===== src/rtl/hazard_pkg.sv =====
// Shared definitions for the hazard stall unit.
//   state_e      : controller states (RUN, MEM_WAIT, FLUSH); encoding 3 unused
//   STALL_CNT_W  : width of the saturating stall statistics counter
//   WAIT_CNT_W   : width of the memory-wait cycle counter
//   FLUSH_CNT_W  : width of the branch-flush cycle counter
package hazard_pkg;

  typedef enum logic [1:0] {
    RUN      = 2'd0,
    MEM_WAIT = 2'd1,
    FLUSH    = 2'd2
  } state_e;

  localparam int STALL_CNT_W = 16;
  localparam int WAIT_CNT_W  = 8;
  localparam int FLUSH_CNT_W = 3;

endpackage


===== src/rtl/sat_counter.sv =====
// Saturating up-counter with asynchronous active-high reset.
//   clk   : clock
//   rst   : asynchronous reset, active-high, clears count
//   inc   : increment by one this cycle (holds at all-ones)
//   clr   : synchronous clear, wins over inc
//   count : current count value
module sat_counter #(
  parameter int WIDTH = 16
) (
  input  logic             clk,
  input  logic             rst,
  input  logic             inc,
  input  logic             clr,
  output logic [WIDTH-1:0] count
);

  function automatic logic [WIDTH-1:0] sat_inc(input logic [WIDTH-1:0] v);
    return (&v) ? v : v + WIDTH'(1);
  endfunction

  always_ff @(posedge clk or posedge rst) begin
    if (rst) begin
      count <= '0;
    end else if (clr) begin
      count <= '0;
    end else if (inc) begin
      count <= sat_inc(count);
    end
  end

endmodule


===== src/rtl/hazard_stall_unit.sv =====
// Pipeline hazard controller. Resolves data-memory waits, taken-branch
// flushes and load-use dependencies (in that priority) and drives the
// pipeline enables combinationally from registered state plus current inputs.
//   clk, rst             : clock, asynchronous active-high reset
//   id_rs_addr/id_rt_addr: source registers of the decode instruction
//   id_uses_rs/id_uses_rt: decode instruction actually reads rs / rt
//   dx_mem_read          : execute instruction is a load
//   dx_rt_addr           : load destination in execute
//   xm_mem_read/write    : memory stage access request
//   mem_ready            : data memory completes the access this cycle
//   branch_taken         : branch resolved taken in execute
//   stall_b              : 0 inserts a bubble into decode/execute
//   pc_write_en          : PC update enable
//   fd_write_en          : fetch/decode register enable
//   fd_flush             : zero the fetch/decode register
//   pipe_freeze          : hold execute/memory/writeback registers
//   mem_timeout          : sticky, memory wait exceeded MEM_TIMEOUT
//   stall_count          : saturating count of stalled or frozen cycles
//   state_o              : current state encoding
module hazard_stall_unit
  import hazard_pkg::*;
#(
  parameter int FLUSH_CYCLES = 2,
  parameter int MEM_TIMEOUT  = 255
) (
  input  logic        clk,
  input  logic        rst,
  input  logic [4:0]  id_rs_addr,
  input  logic [4:0]  id_rt_addr,
  input  logic        id_uses_rs,
  input  logic        id_uses_rt,
  input  logic        dx_mem_read,
  input  logic [4:0]  dx_rt_addr,
  input  logic        xm_mem_read,
  input  logic        xm_mem_write,
  input  logic        mem_ready,
  input  logic        branch_taken,
  output logic        stall_b,
  output logic        pc_write_en,
  output logic        fd_write_en,
  output logic        fd_flush,
  output logic        pipe_freeze,
  output logic        mem_timeout,
  output logic [15:0] stall_count,
  output logic [1:0]  state_o
);

  localparam logic [1:0] ST_RUN      = RUN;
  localparam logic [1:0] ST_MEM_WAIT = MEM_WAIT;
  localparam logic [1:0] ST_FLUSH    = FLUSH;

  localparam logic [WAIT_CNT_W-1:0]  WAIT_LIMIT = WAIT_CNT_W'(MEM_TIMEOUT);
  localparam logic [FLUSH_CNT_W-1:0] FLUSH_LOAD = FLUSH_CNT_W'(FLUSH_CYCLES - 1);

  logic [1:0]             state, state_nxt;
  logic [WAIT_CNT_W-1:0]  wait_cnt, wait_nxt;
  logic [FLUSH_CNT_W-1:0] flush_cnt, flush_nxt;
  logic                   timeout_set;
  logic                   mem_req, load_use;
  logic                   run_eval, run_mem;

  always_comb begin
    mem_req  = (xm_mem_read | xm_mem_write) & ~mem_ready;
    load_use = dx_mem_read & (dx_rt_addr != 5'd0) &
               ((id_uses_rs & (id_rs_addr == dx_rt_addr)) |
                (id_uses_rt & (id_rt_addr == dx_rt_addr)));

    stall_b     = 1'b1;
    pc_write_en = 1'b1;
    fd_write_en = 1'b1;
    fd_flush    = 1'b0;
    pipe_freeze = 1'b0;
    state_nxt   = state;
    wait_nxt    = wait_cnt;
    flush_nxt   = flush_cnt;
    timeout_set = 1'b0;
    run_eval    = 1'b0;
    run_mem     = mem_req;

    case (state)
      ST_MEM_WAIT: begin
        if (!mem_req) begin
          // Access completed or request withdrawn: behave as RUN this cycle.
          run_eval = 1'b1;
        end else if (wait_cnt >= WAIT_LIMIT) begin
          // Give up on the access; the still-pending request is masked so
          // the release cycle is not immediately re-frozen.
          timeout_set = 1'b1;
          run_eval    = 1'b1;
          run_mem     = 1'b0;
        end else begin
          pipe_freeze = 1'b1;
          pc_write_en = 1'b0;
          fd_write_en = 1'b0;
          wait_nxt    = wait_cnt + WAIT_CNT_W'(1);
        end
      end
      ST_FLUSH: begin
        if (mem_req) begin
          pipe_freeze = 1'b1;
          pc_write_en = 1'b0;
          fd_write_en = 1'b0;
          state_nxt   = ST_MEM_WAIT;
          wait_nxt    = WAIT_CNT_W'(1);
          flush_nxt   = '0;
        end else begin
          // Decode holds a wrong-path instruction, so load_use is moot here.
          fd_flush = 1'b1;
          stall_b  = 1'b0;
          if (flush_cnt <= FLUSH_CNT_W'(1)) begin
            state_nxt = ST_RUN;
            flush_nxt = '0;
          end else begin
            flush_nxt = flush_cnt - FLUSH_CNT_W'(1);
          end
        end
      end
      default: run_eval = 1'b1;  // RUN, and unused encoding 3 recovers here
    endcase

    if (run_eval) begin
      state_nxt = ST_RUN;
      wait_nxt  = '0;
      flush_nxt = '0;
      if (run_mem) begin
        pipe_freeze = 1'b1;
        pc_write_en = 1'b0;
        fd_write_en = 1'b0;
        state_nxt   = ST_MEM_WAIT;
        wait_nxt    = WAIT_CNT_W'(1);
      end else if (branch_taken) begin
        // This cycle is the first flush cycle; FLUSH covers the rest.
        fd_flush = 1'b1;
        stall_b  = 1'b0;
        if (FLUSH_CYCLES > 1) begin
          state_nxt = ST_FLUSH;
          flush_nxt = FLUSH_LOAD;
        end
      end else if (load_use) begin
        stall_b     = 1'b0;
        pc_write_en = 1'b0;
        fd_write_en = 1'b0;
      end
    end

    // Reset drives the outputs directly so they change without a clock.
    if (rst) begin
      stall_b     = 1'b0;
      pc_write_en = 1'b0;
      fd_write_en = 1'b0;
      fd_flush    = 1'b1;
      pipe_freeze = 1'b0;
    end
  end

  always_ff @(posedge clk or posedge rst) begin
    if (rst) begin
      state       <= ST_RUN;
      wait_cnt    <= '0;
      flush_cnt   <= '0;
      mem_timeout <= 1'b0;
    end else begin
      state     <= state_nxt;
      wait_cnt  <= wait_nxt;
      flush_cnt <= flush_nxt;
      if (timeout_set) begin
        mem_timeout <= 1'b1;
      end
    end
  end

  sat_counter #(
    .WIDTH (STALL_CNT_W)
  ) u_stall_cnt (
    .clk   (clk),
    .rst   (rst),
    .inc   (~stall_b | pipe_freeze),
    .clr   (1'b0),
    .count (stall_count)
  );

  assign state_o = state;

endmodule

===== config.mk =====
export PLATFORM = sky130hd
export DESIGN_NAME = hazard_stall_unit
export DESIGN_NICKNAME = d
export VERILOG_FILES = /design/src/rtl/hazard_pkg.sv /design/src/rtl/sat_counter.sv /design/src/rtl/hazard_stall_unit.sv
export SDC_FILE = /design/constraint.sdc
export NUM_CORES = 1
export LEC_CHECK = 0
export BUFFER_PORTS_ARGS = -buffer_cell sky130_fd_sc_hd__buf_2
export CAP_MARGIN = 0
export CORE_UTILIZATION = 53
export DETAILED_ROUTE_END_ITERATION = 10
export PLACE_DENSITY = 0.8
export SLEW_MARGIN = 15
export SYNTH_ARGS = -nofsm -noshare
export SYNTH_HDL_FRONTEND = slang
export SYNTH_SLANG_ARGS = --single-unit

===== constraint.sdc =====
create_clock -name clk -period 2.41 [get_ports clk]
set_input_delay 0.482 -clock clk [delete_from_list [all_inputs] [get_ports clk]]
set_output_delay 0.482 -clock clk [all_outputs]
set_load 0.005 [all_outputs]

==> results of run 1 <==
[worst min-delay path: cells and delay by family]
family   cells  cell delay, ns
buf+inv      3            0.52
[layout make-up]
type	instances	area, sq um
Clock buffer	7	55.1
Timing Repair Buffer	75	480
Tap cell	46	57.6
Sequential cell	30	751
Multi-Input combinational cell	150	1160
Inverter	9	33.8
Clock inverter	1	5.00
Fill cell	253	873
[per-layer routing]
metal	share of wire, %	up-vias
li1	-	858
met1	45	839
met2	50	59
met3	3.6	4
met4	1.3	0
met5	0	-
[layout by cell type, fill, tap and decap left out, types with 4 or more instances in the layout]
cell	instances
buf_2	46
xnor2_1	10
o21ai_0	11
nor2_1	8
inv_1	8
nand2_1	20
clkbuf_4	5
buf_4	25
a211oi_2	14
o22ai_1	4
and3_1	4
nand4_1	4
dfrtp_1	30
xor2_1	16
a21oi_1	5
nand3_1	12
[path summary, 6_finish.rpt]
check                                   startpoint                           endpoint  slack (ns)  depth (start not counted)
setup / recovery           wait_cnt[0]$_DFFE_PP0P_                        pc_write_en       -0.19                          6
hold / removal                                 rst             state_o[1]$_DFFE_PP0P_        0.26                          3
setup reg to reg           wait_cnt[0]$_DFFE_PP0P_  u_stall_cnt.count[12]$_DFFE_PP0P_        0.07                         10
hold reg to reg            mem_timeout$_DFFE_PP0P_            mem_timeout$_DFFE_PP0P_        0.49                          1
max in group asynchronous                      rst  u_stall_cnt.count[14]$_DFFE_PP0P_        1.86                          3
min in group clk                      branch_taken             state_o[1]$_DFFE_PP0P_        0.45                          3
[per-stage QoR]
step	std cells	setup WS, ns	TNS (ns)	utilization [%]	cell area, sq um
final	318	-0.191	-0.495	74.4	2540
after global routing	318	-0.272	-0.897	74.4	2540
after CTS	314	-0.143	-0.283	71.2	2430
after detailed placement	300	-0.148	-0.292	67.4	2300
after global placement	300	-0.184	-0.368	67.4	2300
after floorplan	198	0.0736	0	-	1920
[flip-flops by register name, indices dropped and copies added (netlist names)]
name / cells
u_stall_cnt.count: 16
mem_timeout: 1
wait_cnt: 8
flush_cnt: 3
state_o: 2
[power by group through the flow]
stage	clock [uW]	sequential (uW)	combinational [uW]
after detailed placement	0	820	614
after floorplan	0	810	346
final	312	815	673
after CTS	321	813	632
after global placement	0	814	594
after global routing	342	845	740
[kinds of logic after synthesis]
group,synth area share (%)
buf+inv,4.29
xor+xnor,11.8
simple gates,17.0
fa+ha+maj,3.90
compound gates,23.3
mux,0.585
flops,39.0
[what timing repair did]
action	4_1_cts	5_1_grt
endpoints found under the hold margin	0	0
pin swaps	4	6
setup endpoints to repair	6	17
cloned	0	1
buffers inserted	6	4
hold buffers	0	0
resized for setup	6	16
==> results.sh, run 1 <==
export IMPL_clock_sinks=30
export IMPL_max_freq_mhz=384
export IMPL_avgSynthCellArea_sq_um=9.72
export IMPL_endpoint_kind="output port"
export IMPL_grtUsageMet1_pct=32.1
export IMPL_die_area_sq_um=3880
export IMPL_grt_total_usage_pct=24.1
export IMPL_core_rowCount=21
export IMPL_ys_seq_area_share_pct=39.0
export IMPL_power_share_combinational_pct=37.4
export IMPL_status="finished with violations"
export IMPL_synth_ff_type="dfrtp_1"
export IMPL_overflow=0
export IMPL_htreeDepth=2
export IMPL_drt_iter0_markers=100
export IMPL_grt_util_met3_pct=3.49
export IMPL_cp_max_fo=4
export IMPL_power_total_uw=1800
export IMPL_finalSetupViolations=4
export IMPL_ir_drop_mv=0.374
export IMPL_crit_required_ns=1.93
export IMPL_gp_congestion=0.790
export IMPL_grt_max_degree=31
export IMPL_slew_headroom_pct=49.9
export IMPL_synth_top_area_cell="dfrtp_1"
export IMPL_drive_above_1_share_pct=41.9
export IMPL_drc_errors=0
export IMPL_period_share_pct=108
export IMPL_p_leak_uw=0.00113
export IMPL_io_buffer_count=47
export IMPL_synth_cell_type_count=44
export IMPL_yosysMostFrequentCell="dfrtp_1"
export IMPL_cp_cell_sequence="ha_4 > nand3_4 > o41ai_4 > o21ai_2 > a221oi_2 > buf_2"
export IMPL_clock_latency_ns=0.32
export IMPL_holdWs_ns=0.259
export IMPL_drt_total_wl_mm=4.68
export IMPL_path_class="reg2out"
export IMPL_synth_area_top_cells="dfrtp_1 39%, xor2_1 7.3%, a211oi_2 5.9%"
export IMPL_diodes=0
export IMPL_core_area_sq_um=3420
export IMPL_via_per_inst=5.53
export IMPL_use_met2_pct=41.1
export IMPL_start_kind="flip-flop"
export IMPL_post_route_worst_setup_slack_ns=-0.191
export IMPL_grt_pass1_wl_mm=7.47
export IMPL_cts_tree="yes"
export IMPL_vias=1760
export IMPL_timing_final_crit_period_ns=2.60
export IMPL_initial_utilization_pct=56.3
export IMPL_clk_pin_slew_worst_paths_ns=0.09
export IMPL_clkPwrFrac_pct=17.3
export IMPL_dp_hpwl_mm=3.11
export IMPL_synth_edf_count=0
export IMPL_ios=48
export IMPL_path_buf_inv=1
export IMPL_area_growth_pct=32.1
export IMPL_worstMarginPinSlew_ns=0.743
export IMPL_syn_area_sq_um=1920
export IMPL_synth_common_cells="30 x dfrtp_1, 20 x nand2_1, 16 x xor2_1"
export IMPL_clock_path_buffers=2
export IMPL_die_h_um=62.3
export IMPL_busiest_layer="met2"
export IMPL_final_antenna_net_count=0
export IMPL_async_reset_ff_share_pct=100
export IMPL_critical_path_top_delay_family="compound AO/OA/AOI/OAI gates"
export IMPL_yosys_warnings=0
export IMPL_fp_dieW_um=62.3
export IMPL_cp_slowest_cell="o41ai_4"
export IMPL_slew_violations=0
export IMPL_cap_violations=0
export IMPL_grt_pass1_vias=1686
export IMPL_p_per_area_nw_per_um2=708
export IMPL_slowest_delay_ns=0.46
export IMPL_drt_pre_antenna_iters=6
export IMPL_fin_skew_ns=0.00506
export IMPL_p_int_uw=1130
export IMPL_antenna_found_initial=0
export IMPL_cts_root_buffer="clkbuf_4"
export IMPL_arrival_ns=2.12
export IMPL_nets=301
export IMPL_power_net_switching_uw=669
export IMPL_avgRoutedWirePerCell_um=14.7
export IMPL_switching_share_pct=37.1
export IMPL_synth_fp_nets=228
export IMPL_rsz0062_at_grt="true"
export IMPL_syn_inst=198
export IMPL_hold_viol=0
export IMPL_yosysTopAreaCellShare_pct=39.0
export IMPL_ys_ff_latch=30
export IMPL_seqPwrFrac_pct=45.3
export IMPL_cts_buffers=5
export IMPL_min_path_type="in2async"
export IMPL_violations="setup timing"
No activity file was read; power rests on OpenSTA's default activity.
==> run 2, diff against run 1 <==
--- a/config.mk
+++ b/config.mk
@@ -7,9 +7,10 @@
 export LEC_CHECK = 0
 export BUFFER_PORTS_ARGS = -buffer_cell sky130_fd_sc_hd__buf_2
 export CAP_MARGIN = 0
-export CORE_UTILIZATION = 53
+export CORE_UTILIZATION = 50
 export DETAILED_ROUTE_END_ITERATION = 10
-export PLACE_DENSITY = 0.8
+export PLACE_DENSITY = 0.76
+export RECOVER_POWER = 25
 export SLEW_MARGIN = 15
 export SYNTH_ARGS = -nofsm -noshare
 export SYNTH_HDL_FRONTEND = slang
==> results.sh, run 2 (synthesis results as in run 1) <==
export IMPL_p_per_area_nw_per_um2=760
export IMPL_clk_pin_slew_worst_paths_ns=0.07
export IMPL_crit_cells=7
export IMPL_endpoint_kind="output port"
export IMPL_startpoint="state_o[1]$_DFFE_PP0P_"
export IMPL_drive_above_1_share_pct=37.0
export IMPL_die_area_sq_um=4100
export IMPL_final_cell_area_sq_um=2460
export IMPL_fp_dieW_um=64.0
export IMPL_start_kind="flip-flop"
export IMPL_cts_root_buffer="clkbuf_8"
export IMPL_ir_drop_mv=0.358
export IMPL_fin_cells=313
export IMPL_initial_utilization_pct=52.2
export IMPL_cp_slowest_cell="o41ai_4"
export IMPL_power_total_uw=1870
export IMPL_hold_viol=0
export IMPL_clock_latency_ns=0.29
export IMPL_final_cell_mix="46 x buf_2, 30 x dfrtp_1, 20 x nand2_1, 20 x buf_4, 16 x xor2_1"
export IMPL_path_buf_inv=3
export IMPL_slew_violations=31
export IMPL_io_buffer_count=47
export IMPL_largest_register_ffs=16
export IMPL_slowest_delay_ns=0.43
export IMPL_vias=1769
export IMPL_clock_path_buffers=2
export IMPL_antenna_found_initial=0
export IMPL_die_h_um=64.0
export IMPL_core_area_sq_um=3690
export IMPL_diodes=0
export IMPL_p_leak_uw=0.00108
export IMPL_cts_tree="yes"
export IMPL_slew_headroom_pct=-8.06
export IMPL_fin_skew_ns=0.00741
export IMPL_rsz0062_at_grt="true"
export IMPL_mostFrequentLayoutCell="buf_2"
export IMPL_cp_max_fo=4
export IMPL_drt_iter0_markers=116
export IMPL_post_route_worst_setup_slack_ns=-0.00391
export IMPL_cap_violations=1
export IMPL_drt_total_wl_mm=4.43
export IMPL_dp_cells=298
export IMPL_path_class="reg2out"
export IMPL_drt_pre_antenna_iters=4
export IMPL_nets=294
export IMPL_regMostFlops="u_stall_cnt.count"
export IMPL_timing_final_crit_period_ns=2.41
export IMPL_grt_util_met3_pct=5.18
export IMPL_grtUsageMet1_pct=28.9
export IMPL_whs_path_depth=3
export IMPL_ios=48
export IMPL_cts_buffers=5
export IMPL_busiest_layer="met2"
export IMPL_reg_largest_list="u_stall_cnt.count (16), wait_cnt (8), flush_cnt (3)"
export IMPL_postPlaceCellArea_sq_um=2280
export IMPL_grt_total_usage_pct=22.2
export IMPL_rr_worst_depth=8
export IMPL_period_share_pct=100
export IMPL_grt_pass1_vias=1568
export IMPL_overflow=0
export IMPL_use_met2_pct=36.0
export IMPL_grt_max_degree=31
export IMPL_timing_rr_start="wait_cnt[1]$_DFFE_PP0P_"
export IMPL_avgRoutedWirePerCell_um=14.1
export IMPL_dp_hpwl_mm=3.17
export IMPL_violations="capacitance limit, slew limit, setup timing"
export IMPL_final_antenna_net_count=0
export IMPL_max_freq_mhz=414
export IMPL_drc_errors=0
export IMPL_finalSetupViolations=2
export IMPL_crit_required_ns=1.93
export IMPL_area_growth_pct=27.7
export IMPL_worstMarginPinSlew_ns=1.62
export IMPL_min_path_type="in2reg"
export IMPL_arrival_ns=1.93
export IMPL_via_per_inst=5.65
export IMPL_gp_congestion=0.813
export IMPL_critical_path_top_delay_family="compound AO/OA/AOI/OAI gates"
export IMPL_cp_cell_sequence="inv_2 > ha_4 > inv_4 > o41ai_4 > o21ai_1 > a221oi_2 > buf_2"
export IMPL_hold_start="branch_taken"
export IMPL_grt_pass1_wl_mm=6.98
export IMPL_core_rowCount=22
export IMPL_htreeDepth=2
export IMPL_clock_sinks=30
export IMPL_ctsHoldBuffers=0
export IMPL_status="finished with violations"
-- run 2: cell types whose count changed in the layout (fill, tap and decap cells not counted), moves of 4 or more --
cell | before | now
a211oi_1 | 0 | 4
a211oi_2 | 14 | 10
buf_4 | 25 | 20
clkbuf_4 | 5 | 0
clkbuf_8 | 1 | 6
-- run 2: timing repair --
action                                  in CTS  in global routing
gates resized for setup                      8                  4
buffers inserted                             3                  4
gates cloned                                 0                  0
pin swaps                                    2                  0
endpoints found under the setup margin       3                  7
-- run 2: where the power goes --
group	leakage (uW)	internal [uW]	switching (uW)
sequential	0.000365	646	171
combinational	0.000667	323	306
clock	0.0000482	230	191
total	0.00108	1200	668
-- run 2: per-stage QoR --
| stage | setup TNS (ns) | hold WS (ns) | setup WS (ns) | utilization [%] |
|---|---|---|---|---|
| 2_1_floorplan | 0 | 0.468 | 0.0736 | - |
| 3_3_place_gp | 0 | 0.459 | 0.0170 | 61.7 |
| 3_5_place_dp | 0 | 0.466 | 0.0104 | 61.7 |
| 4_1_cts | 0 | 0.311 | 0.000283 | 65.4 |
| 5_1_grt | -0.399 | 0.503 | -0.110 | 66.6 |
| 6_report | -0.00688 | 0.472 | -0.00391 | 66.6 |
-- run 2: per-layer routing --
metal / vias up / share of wire (%)
met2: 73 / 49
met4: 0 / 1.6
met3: 9 / 5.9
li1: 843 / -
met1: 844 / 44
met5: - / 0
-- run 2: path summary, 6_finish.rpt --
kind / to / slack [ns]
setup reg to reg: u_stall_cnt.count[13]$_DFFE_PP0P_ / 0.16
hold reg to reg: u_stall_cnt.count[14]$_DFFE_PP0P_ / 0.48
hold / removal: state_o[1]$_DFFE_PP0P_ / 0.47
setup / recovery: pc_write_en / -0.004
max in group asynchronous: wait_cnt[3]$_DFFE_PP0P_ / 0.66
min in group asynchronous: u_stall_cnt.count[13]$_DFFE_PP0P_ / 0.80
-- run 2: worst reg2reg max path: stages, from the launching register on --
cell and delay [ns]:
dfrtp_1 0.42, ha_4 0.18, nand3_4 0.13, o31ai_4 0.35, and2_1 0.25, a31oi_4 0.12
buf_4 0.22, a211oi_1 0.30, xor2_1 0.19
-- run 2: cell type report --
type / count / area, sq um
clock inverters: 1 / 5.00
inverters: 9 / 36.3
flip-flops and latches: 30 / 751
multi-input cells: 150 / 1130
clock buffers: 7 / 86.3
repair buffers: 68 / 388
well taps: 48 / 60.1
fillers: 319 / 1230
